==> src/rtl/tiny45_mem_ctrl.sv <==
// rtl/tiny45_mem_ctrl.sv - QPI RAM data-side memory controller for tiny45_core
// One QSPI transaction per load/store; load data is replayed nibble-serially in the core's counter window.
module tiny45_mem_ctrl #(
  parameter int         ADDR_BITS  = 24,
  parameter int         READ_DUMMY = 6,
  parameter logic [7:0] CMD_READ   = 8'hEB,
  parameter logic [7:0] CMD_WRITE  = 8'h38
) (
  input  logic        clk,
  input  logic        rstn,
  input  logic [2:0]  counter,
  input  logic        address_ready,
  input  logic        is_load,
  input  logic        is_store,
  input  logic [2:0]  mem_op,
  input  logic [27:0] addr_in,
  input  logic [3:0]  store_data,
  output logic [3:0]  load_data,
  output logic        load_data_ready,
  output logic        busy,
  output logic        spi_cs_n,
  output logic        spi_clk,
  output logic [3:0]  spi_data_out,
  output logic [3:0]  spi_data_oe,
  input  logic [3:0]  spi_data_in
);

  typedef enum logic [2:0] {IDLE, CMD, ADDR, DUMMY, DATA, ALIGN, RETURN} state_t;

  state_t               state, ns;
  logic                 phase;
  logic [5:0]           cnt, ncnt, len;
  logic [ADDR_BITS-1:0] addr, addr_sh;
  logic                 is_rd;
  logic [2:0]           nbytes;
  logic [31:0]          sr, wbuf, rbuf, rbuf_nx;
  logic [2:0]           rcnt, rnext;
  logic [3:0]           nib;
  logic [4:0]           widx, ridx;
  logic                 unused_bits;

  assign unused_bits = ^{mem_op[2], addr_in};

  // Where the bus goes after the current SPI clock, and the nibble it drives there.
  always_comb begin
    case (state)
      ADDR:    len = 6'(ADDR_BITS / 4);
      DUMMY:   len = 6'(READ_DUMMY);
      DATA:    len = {2'b00, nbytes, 1'b0};
      default: len = 6'd2;
    endcase
    ns   = state;
    ncnt = cnt + 6'd1;
    if (cnt == len - 6'd1) begin
      ncnt = '0;
      case (state)
        CMD:     ns = ADDR;
        ADDR:    ns = (is_rd && READ_DUMMY > 0) ? DUMMY : DATA;
        DUMMY:   ns = DATA;
        DATA:    ns = is_rd ? ALIGN : IDLE;
        default: ns = state;
      endcase
    end
  end

  always_comb begin
    addr_sh = addr >> (4 * (ADDR_BITS / 4 - 1 - int'(ncnt)));
    // Bytes ascend, high nibble of each byte first on the wire.
    widx    = {ncnt[2:1], ~ncnt[0], 2'b00};
    ridx    = {cnt[2:1], ~cnt[0], 2'b00};
    rnext   = rcnt + 3'd1;
    rbuf_nx = rbuf;
    rbuf_nx[ridx +: 4] = spi_data_in;
    case (ns)
      CMD:     nib = is_rd ? (ncnt[0] ? CMD_READ[3:0] : CMD_READ[7:4])
                           : (ncnt[0] ? CMD_WRITE[3:0] : CMD_WRITE[7:4]);
      ADDR:    nib = addr_sh[3:0];
      DATA:    nib = is_rd ? 4'h0 : wbuf[widx +: 4];
      default: nib = 4'h0;
    endcase
  end

  always_ff @(posedge clk) begin
    if (!rstn) begin
      state           <= IDLE;
      phase           <= 1'b0;
      cnt             <= '0;
      addr            <= '0;
      is_rd           <= 1'b0;
      nbytes          <= 3'd1;
      sr              <= '0;
      wbuf            <= '0;
      rbuf            <= '0;
      rcnt            <= '0;
      spi_cs_n        <= 1'b1;
      spi_clk         <= 1'b0;
      spi_data_oe     <= 4'h0;
      spi_data_out    <= 4'h0;
      load_data       <= 4'h0;
      load_data_ready <= 1'b0;
      busy            <= 1'b0;
    end else begin
      if (is_store)
        sr <= {store_data, sr[31:4]};
      // wbuf is frozen while busy so a stray request cannot corrupt an in-flight write.
      if (state == IDLE && address_ready && is_store)
        wbuf <= {store_data, sr[31:4]};
      case (state)
        IDLE: begin
          if (address_ready && (is_load ^ is_store)) begin
            addr         <= addr_in[ADDR_BITS-1:0];
            is_rd        <= is_load;
            nbytes       <= mem_op[1] ? 3'd4 : (mem_op[0] ? 3'd2 : 3'd1);
            rbuf         <= '0;
            cnt          <= '0;
            phase        <= 1'b0;
            state        <= CMD;
            busy         <= 1'b1;
            spi_cs_n     <= 1'b0;
            spi_clk      <= 1'b0;
            spi_data_oe  <= 4'hF;
            spi_data_out <= is_load ? CMD_READ[7:4] : CMD_WRITE[7:4];
          end
        end
        CMD, ADDR, DUMMY, DATA: begin
          if (!phase) begin
            phase   <= 1'b1;
            spi_clk <= 1'b1;
          end else begin
            phase   <= 1'b0;
            spi_clk <= 1'b0;
            cnt     <= ncnt;
            if (state == DATA && is_rd)
              rbuf <= rbuf_nx;
            if (ns == IDLE || ns == ALIGN) begin
              spi_cs_n     <= 1'b1;
              spi_data_oe  <= 4'h0;
              spi_data_out <= 4'h0;
            end else begin
              spi_data_out <= nib;
              spi_data_oe  <= (ns == DUMMY || (ns == DATA && is_rd)) ? 4'h0 : 4'hF;
            end
            if (ns == IDLE)
              busy <= 1'b0;
            // Already at the window edge: skip ALIGN rather than waiting a full window.
            if (ns == ALIGN && counter == 3'd7) begin
              state           <= RETURN;
              rcnt            <= '0;
              load_data       <= rbuf_nx[3:0];
              load_data_ready <= 1'b1;
            end else begin
              state <= ns;
            end
          end
        end
        ALIGN: begin
          if (counter == 3'd7) begin
            state           <= RETURN;
            rcnt            <= '0;
            load_data       <= rbuf[3:0];
            load_data_ready <= 1'b1;
          end
        end
        RETURN: begin
          if (rcnt == 3'd7) begin
            state           <= IDLE;
            load_data       <= 4'h0;
            load_data_ready <= 1'b0;
            busy            <= 1'b0;
          end else begin
            rcnt      <= rnext;
            load_data <= rbuf[{rnext, 2'b00} +: 4];
          end
        end
        default: state <= IDLE;
      endcase
    end
  end

endmodule

==> config.mk <==
export PLATFORM = sky130hd
export DESIGN_NAME = tiny45_mem_ctrl
export DESIGN_NICKNAME = d
export VERILOG_FILES = /design/src/rtl/tiny45_mem_ctrl.sv
export SDC_FILE = /design/constraint.sdc
export NUM_CORES = 1
export LEC_CHECK = 0
export CAP_MARGIN = 5
export CORE_ASPECT_RATIO = 1.5
export CORE_UTILIZATION = 52
export CTS_CLUSTER_DIAMETER = 50
export DETAILED_ROUTE_END_ITERATION = 10
export PLACE_DENSITY = 0.76
export SLEW_MARGIN = 20
export SYNTH_ARGS = -nofsm -noshare
export SYNTH_HDL_FRONTEND = slang
export SYNTH_SLANG_ARGS = --single-unit
==> constraint.sdc <==
create_clock -name clk -period 4.2 [get_ports clk]
set_clock_uncertainty 0.2 [all_clocks]
set_input_delay 0.63 -clock clk [delete_from_list [all_inputs] [get_ports clk]]
set_output_delay 0.63 -clock clk [all_outputs]
set_load 0.005 [all_outputs]
==> flow_metrics.env, run 1 <==
export IMPL_synth_avg_cell_area_um2=8.39
export IMPL_cts_hold_fix_buffers=0
export IMPL_dr_first_iter_drc_count=429
export IMPL_min_period_ns=3.95
export IMPL_min_path_type="flip-flop to flip-flop"
export IMPL_p_leak_nw=2.88
export IMPL_num_antenna_cells=0
export IMPL_clk_path_buf_depth=2
export IMPL_grt_usage_pct=26.2
export IMPL_crit_type="flip-flop to flip-flop"
export IMPL_grt_start_max_net_pins=62
export IMPL_hold_violations=0
export IMPL_cp_max_fo=8
export IMPL_cp_arrival_ns=4.05
export IMPL_holdWs_ns=0.251
export IMPL_critPathSlowestCell="ha_1"
export IMPL_coreArea_um2=13000
export IMPL_cts_tree="done"
export IMPL_crit_top_cell="ha_1"
export IMPL_routedWlPerCell_um=16.8
export IMPL_clkTransAtPathRegs_ns=0.06
export IMPL_synth_main_ff_cell="dfxtp_1"
export IMPL_rsz0062_at_grt="no"
export IMPL_synth_top_area_share_pct=41.9
export IMPL_synth_cell_types=63
export IMPL_initial_utilization_pct=53.2
export IMPL_dp_final_hpwl_um=11600
export IMPL_fillers=1148
export IMPL_setup_viol=0
export IMPL_ys_seq_elements=145
export IMPL_die_width_um=96.2
export IMPL_critical_path_startpoint="state[1]"
export IMPL_post_synth_top_area_cell="dfxtp_1"
export IMPL_syn_to_final_growth_pct=17.8
export IMPL_power_per_cell_area_nw_per_um2=505
export IMPL_ys_top_cells_by_area="dfxtp_1 42%, nand2_1 8.2%, a21oi_1 6.9%"
export IMPL_firstDrtPassIters=5
export IMPL_seq_area_um2=2900
export IMPL_slew_violations=0
export IMPL_relSlewSlack_pct=28.2
export IMPL_die_h_um=143
export IMPL_crit_buf_inv=1
export IMPL_worst_ir_drop_vdd_mv=0.421
export IMPL_h_tree_depth=4
export IMPL_drcViolationCount=0
export IMPL_dp_slack_ns=0.229
export IMPL_hold_start="wbuf[10]"
export IMPL_num_rows=51
export IMPL_synth_async_sr_flop_share_pct=0
export IMPL_syn_area_um2=6930
export IMPL_drive_gt1_share_pct=10.0
export IMPL_clockRootBuffer="clkbuf_16"
export IMPL_fin_crit_sh_pct=94.0
export IMPL_fmax_mhz=253
export IMPL_grt_ovfl_total=0
export IMPL_syn_num_nets=884
export IMPL_crit_family="simple AND/OR/NAND/NOR gates"
export IMPL_antenna_found_initial=0
export IMPL_synth_edf_count=0
export IMPL_yosysWarnings=0
export IMPL_cts_made_buffers=17
export IMPL_utilization_pct=62.7
export IMPL_r2r_start="state[1]"
export IMPL_worst_slew_pin_slew_ns=1.07
export IMPL_tns_ns=0
export IMPL_worstPathRequired_ns=4.30
export IMPL_portBuffers=57
export IMPL_start_kind="flip-flop"
export IMPL_synth_seq_area_share_pct=41.9
export IMPL_slowest_delay_ns=0.46
export IMPL_critPathCaptureType="flip-flop"
export IMPL_clock_latency_ns=0.42
export IMPL_vias=6054
export IMPL_grt_pass1_wl_um=27700
export IMPL_die_area_um2=13800
export IMPL_routed_wl_um=17200
export IMPL_grt_pass1_vias=5791
export IMPL_ant_nets=0
export IMPL_multiInputGateArea_um2=3720
export IMPL_gp_congestion=0.872
export IMPL_maxCapViolations=0
export IMPL_routed_via_density=5.88
export IMPL_timing_final_ws_setup_ns=0.251
export IMPL_syn_inst=826
export IMPL_cts_sinks=145
export IMPL_num_nets_final=915
export IMPL_crit_path_cell_trace="clkinv_1 -> nor2_2 -> a21oi_1 -> ha_1 -> ha_1 -> xnor2_1 -> nor4_1 -> and4_4 -> nor2_1 -> ha_1 -> mux4_2 -> and4b_1 -> o21ai_0 -> a31o_2 -> a41oi_1"
export IMPL_ioPinCount=63
export IMPL_outcome="finished clean"
==> cells in the final DEF (no fill, tap or decap), types with 4 or more instances in the layout <==
master	count
nand2_1	152
dfxtp_1	145
nor2_1	113
a21oi_1	96
clkdlybuf4s50_1	56
mux2i_1	40
o21ai_0	27
mux4_2	19
clkbuf_16	17
a22oi_1	16
buf_4	16
nand3_1	14
nor3_1	12
a31oi_1	12
ha_1	11
o22ai_1	8
and2_1	7
xnor2_1	6
nor2b_1	6
inv_1	5
nor4_1	5
and3_1	5
o21a_1	5
nand3b_1	4
o21ai_1	4
o211ai_1	4
inv_6	4
==> kinds of logic (layout without fill, tap and decap cells) <==
family	after synthesis	after routing	share of synthesized area [%]
simple gates	340	340	21.5
compound gates	192	192	16.8
flops	145	145	41.9
buf+inv	69	113	4.50
mux	61	61	12.3
fa+ha+maj	11	11	1.99
xor+xnor	8	8	1.01
==> worst reg2reg max path: stages, from the launching register on <==
cell	delay, ns
dfxtp_1	0.44
clkinv_1	0.13
nor2_2	0.23
a21oi_1	0.07
ha_1	0.19
ha_1	0.29
xnor2_1	0.13
nor4_1	0.31
and4_4	0.28
nor2_1	0.06
ha_1	0.46
mux4_2	0.39
and4b_1	0.19
o21ai_0	0.17
a31o_2	0.18
a41oi_1	0.08
==> final timing paths <==
| path | slack, ns | depth (start not counted) | end |
|---|---|---|---|
| setup / recovery | 0.25 | 15 | spi_data_out[0] |
| hold / removal | 0.25 | 2 | wbuf[10] |
| setup reg to reg | 0.25 | 15 | spi_data_out[0] |
| hold reg to reg | 0.25 | 2 | wbuf[10] |
==> routing by layer <==
layer,vias to the layer above,track usage (%),part of all wire (%)
met5,-,0,0
met2,164,46.0,53
met1,2895,29.1,40
li1,2952,-,-
met4,0,13.7,3.2
met3,43,5.45,3.6
==> layout make-up <==
type	instances	area share, %
Sequential cell	145	35.6
Multi-Input combinational cell	612	45.5
Clock buffer	18	5.38
Clock inverter	14	2.07
Inverter	7	0.353
Timing Repair Buffer	74	8.65
Tap cell	159	2.44
==> power breakdown <==
| part | switching, W | total [W] | internal, W |
|---|---|---|---|
| registers | 0.000103 | 0.00157 | 0.00147 |
| clock network | 0.000642 | 0.00155 | 0.000911 |
| logic | 0.000622 | 0.000998 | 0.000376 |
==> repair_timing <==
action / CTS / global route
gates resized for setup: 0 / 1
setup buffers: 0 / 0
hold endpoints to repair: 0 / 0
setup endpoints to repair: 0 / 1
==> through the flow <==
| stage | total power, W | cell area, um2 | std cells |
|---|---|---|---|
| after detailed placement | 0.00258 | 7550 | 997 |
| after global routing | 0.00431 | 8160 | 1029 |
| after floorplan | 0.00227 | 6930 | 826 |
| final | 0.00412 | 8160 | 1029 |
| after global placement | 0.00257 | 7550 | 997 |
| after CTS | 0.00414 | 8160 | 1029 |
==> Yosys cell counts (all sizes together), types with 15 or more instances <==
cell type	count
mux2i	40
mux4	19
a21oi	98
nand2	152
a22oi	16
nand3	15
dfxtp	145
nor2	114
buf	20
clkbuf	42
o21ai	31
==> registers in the layout (all words and copies together), names as in the netlist <==
name,flops
nbytes,3
is_rd,1
spi_cs_n,1
addr,24
sr,28
wbuf,32
state,3
cnt,6
load_data_ready,1
busy,1
spi_data_oe,1
phase,1
spi_data_out,4
load_data,4
rcnt,3
rbuf,32
Note: power is estimated with default switching activity, not from simulation.
==> run 2: changes to the inputs <==
--- a/config.mk
+++ b/config.mk
@@ -5,12 +5,15 @@
 export SDC_FILE = /design/constraint.sdc
 export NUM_CORES = 1
 export LEC_CHECK = 0
+export ABC_AREA = 1
 export CAP_MARGIN = 5
 export CORE_ASPECT_RATIO = 1.5
+export CORE_MARGIN = 8
 export CORE_UTILIZATION = 52
 export CTS_CLUSTER_DIAMETER = 50
 export DETAILED_ROUTE_END_ITERATION = 10
 export PLACE_DENSITY = 0.76
+export SKIP_LAST_GASP = 1
 export SLEW_MARGIN = 20
 export SYNTH_ARGS = -nofsm -noshare
 export SYNTH_HDL_FRONTEND = slang
==> run 2 against run 1 <==
Count of clock-buffer cells in the layout fell by 1. Non-clock buffer count shrank 5. Area after synthesis up 1.8%. Sequential share of layout area down 0.24 points. Highest routed layer unchanged.
==> flow_metrics.env, run 2 <==
export IMPL_coreArea_um2=13400
export IMPL_synth_async_sr_flop_share_pct=0
export IMPL_utilization_pct=61.3
export IMPL_maxCapViolations=0
export IMPL_post_synth_top_area_cell="dfxtp_1"
export IMPL_syn_area_um2=7050
export IMPL_hold_start="wbuf[8]"
export IMPL_dr_first_iter_drc_count=434
export IMPL_total_power_w=0.00523
export IMPL_r2r_cells=24
export IMPL_grt_usage_pct=20.6
export IMPL_num_rows=52
export IMPL_crit_path_cell_trace="nand2_1 -> nand2_1 -> inv_1 -> ha_1 -> ha_1 -> inv_1 -> nand2_1 -> nand3_1 -> nor2_1 -> nand2_1 -> inv_2 -> nand3_2 -> nand2_1 -> inv_1 -> ha_1 -> nand2_1 -> a21oi_1 -> nand2_1 -> o21ai_0 -> nor2_1 -> nand3_1 -> nand3_1 -> nor2_1 -> nor2_1"
export IMPL_gp_congestion=0.937
export IMPL_yosysMostFrequentCell="nor2_1"
export IMPL_outcome="finished clean"
export IMPL_syn_inst=1028
export IMPL_min_period_ns=3.84
export IMPL_portBuffers=57
export IMPL_seqPwrFrac_pct=34.5
export IMPL_dp_slack_ns=0.436
export IMPL_reg2reg_to="spi_data_out[0]"
export IMPL_die_h_um=159
export IMPL_routedWlPerCell_um=14.5
export IMPL_synth_edf_count=0
export IMPL_synth_avg_cell_area_um2=6.86
export IMPL_tns_ns=0
export IMPL_synth_main_ff_cell="dfxtp_1"
export IMPL_final_cell_mix="183 x nor2_1, 159 x nand2_1, 155 x o21ai_0"
export IMPL_ys_top_cells_by_area="dfxtp_1 41%, o21ai_0 11%, nor2_1 9.7%"
export IMPL_num_nets_final=1118
export IMPL_netSwitchingFraction_pct=40.9
export IMPL_antenna_found_initial=0
export IMPL_drive_gt1_share_pct=7.46
export IMPL_syn_to_final_growth_pct=16.5
export IMPL_die_area_um2=17600
export IMPL_p_sw_w=0.00214
export IMPL_r2r_start="state[1]"
export IMPL_yosysWarnings=0
export IMPL_cts_made_buffers=17
export IMPL_min_path_type="flip-flop to flip-flop"
export IMPL_crit_buf_inv=4
export IMPL_grt_ovfl_total=0
export IMPL_setup_viol=0
export IMPL_grt_pass1_wl_um=29700
export IMPL_ant_nets=0
export IMPL_grt_pass1_vias=6347
export IMPL_power_frac_comb_pct=37.6
export IMPL_ioPinCount=63
export IMPL_timing_final_ws_setup_ns=0.364
export IMPL_vias=6715
export IMPL_syn_num_nets=1086
export IMPL_clkPwrFrac_pct=27.8
export IMPL_synth_top_area_share_pct=41.2
export IMPL_post_cts_buffers=0
export IMPL_critPathCaptureType="flip-flop"
export IMPL_cp_arrival_ns=3.95
export IMPL_num_antenna_cells=0
export IMPL_critPathSlowestCell="dfxtp_1"
export IMPL_holdWs_ns=0.242
export IMPL_reg_top3="rbuf x32, wbuf x32, sr x28"
export IMPL_routed_via_density=5.44
export IMPL_hold_violations=0
export IMPL_r2r_setup_slack_ns=0.36
export IMPL_slew_violations=0
export IMPL_yosys_top_cells_count="183 x nor2_1, 159 x nand2_1, 155 x o21ai_0"
export IMPL_routed_wl_um=17900
export IMPL_start_kind="flip-flop"
export IMPL_fmax_mhz=261
export IMPL_synth_seq_area_share_pct=41.2
export IMPL_crit_family="simple AND/OR/NAND/NOR gates"
export IMPL_clkTransAtPathRegs_ns=0.06
export IMPL_slowest_delay_ns=0.60
export IMPL_synth_cell_types=40
export IMPL_power_per_cell_area_nw_per_um2=637
export IMPL_worst_ir_drop_vdd_mv=0.295
export IMPL_final_common_cell="nor2_1"
export IMPL_cts_tree="done"
export IMPL_grt_start_max_net_pins=86
export IMPL_h_tree_depth=4
export IMPL_cp_max_fo=11
export IMPL_ys_seq_elements=145
export IMPL_clock_latency_ns=0.43
export IMPL_rsz0062_at_grt="no"
export IMPL_firstDrtPassIters=5
export IMPL_cts_sinks=145
export IMPL_relSlewSlack_pct=30.9
export IMPL_crit_type="flip-flop to flip-flop"
export IMPL_dp_final_hpwl_um=12500
export IMPL_drcViolationCount=0
export IMPL_clockRootBuffer="clkbuf_16"
export IMPL_crit_top_cell="nand2_1"
export IMPL_holdPathStages=2
export IMPL_cts_resized=0
export IMPL_initial_utilization_pct=52.6
export IMPL_internal_power_w=0.00310
export IMPL_die_width_um=111
export IMPL_p_leak_nw=3.37
export IMPL_clk_path_buf_depth=2
export IMPL_cts_hold_fix_buffers=0
export IMPL_hold_end="wbuf[8]"
export IMPL_worst_slew_pin_slew_ns=1.04
export IMPL_worstPathRequired_ns=4.32
export IMPL_fin_crit_sh_pct=91.3
==> run 2: changes by cell type in the layout (fill, tap and decap cells not counted), moves of 8 or more <==
cell,previous run,this run
nor2_1,113,183
mux2i_1,40,0
inv_2,0,8
mux4_2,19,0
nand4_1,2,13
inv_1,5,92
nand3_1,14,45
a22oi_1,16,6
o21ai_0,27,155
a21oi_1,96,87
==> run 2: area by class of cell <==
class / count / area, um2
fill: 1266 / 5180
clock buffer: 17 / 425
multi-input combinational: 723 / 3490
clock inverter: 15 / 141
tap: 162 / 203
inverter: 104 / 397
timing repair buffer: 69 / 656
sequential: 145 / 2900
==> run 2: worst max path at each step <==
stage | to | start | cells after the start | slack (ns)
5_1_grt | spi_data_out[0] | state[1] | 24 | 0.04
3_3_place_gp | spi_data_out[0] | state[1] | 24 | 0.50
2_1_floorplan | spi_data_out[0] | state[0] | 28 | 0.77
3_5_place_dp | spi_data_out[0] | state[1] | 24 | 0.44
6_report | spi_data_out[0] | state[1] | 24 | 0.36
4_1_cts | spi_data_out[0] | state[1] | 24 | 0.41
==> run 2: kinds of logic (layout without fill, tap and decap cells) <==
logic type,count (synthesis),after routing,synth area share [%]
flops,145,145,41.2
fa+ha+maj,11,11,1.95
xor+xnor,3,3,0.373
compound gates,281,281,20.9
buf+inv,160,205,9.38
simple gates,428,428,26.3
==> run 2: worst min-delay path, delay by kind of cell, from the launching register on <==
kind,cells,cell delay (ns)
DFF,1,0.31
AOI/OAI and AO/OA,1,0.05
buffers and inverters,1,0.04
==> run 2: layer usage <==
metal / track usage [%] / share of wire [%] / up-vias
li1: - / - / 3441
met1: 22.6 / 41 / 3011
met2: 35.8 / 49 / 208
met3: 4.98 / 5.2 / 55
met4: 11.5 / 4.0 / 0
met5: 0 / 0 / -
==> run 2: stage by stage <==
step / area (um2) / std cells
global placement: 7650 / 1203
finish: 8220 / 1235
CTS: 8220 / 1235
detailed placement: 7650 / 1203
global route: 8220 / 1235
floorplan: 7050 / 1028
==> run 2: power groups by stage <==
stage / Combinational (W) / Sequential (W) / Clock [W]
after global placement: 0.00193 / 0.00183 / 0
after floorplan: 0.00151 / 0.00176 / 0
after detailed placement: 0.00195 / 0.00183 / 0
after CTS: 0.00197 / 0.00181 / 0.00147
after global routing: 0.00224 / 0.00184 / 0.00153
final: 0.00197 / 0.00181 / 0.00146
==> run 3: changes to the inputs <==
--- a/config.mk
+++ b/config.mk
@@ -13,6 +13,7 @@
 export CTS_CLUSTER_DIAMETER = 50
 export DETAILED_ROUTE_END_ITERATION = 10
 export PLACE_DENSITY = 0.76
+export SKIP_CTS_REPAIR_TIMING = 1
 export SKIP_LAST_GASP = 1
 export SLEW_MARGIN = 20
 export SYNTH_ARGS = -nofsm -noshare
==> results of run 3 <==
Same layout as run 2: the final DEF is identical, and so are final timing and power.
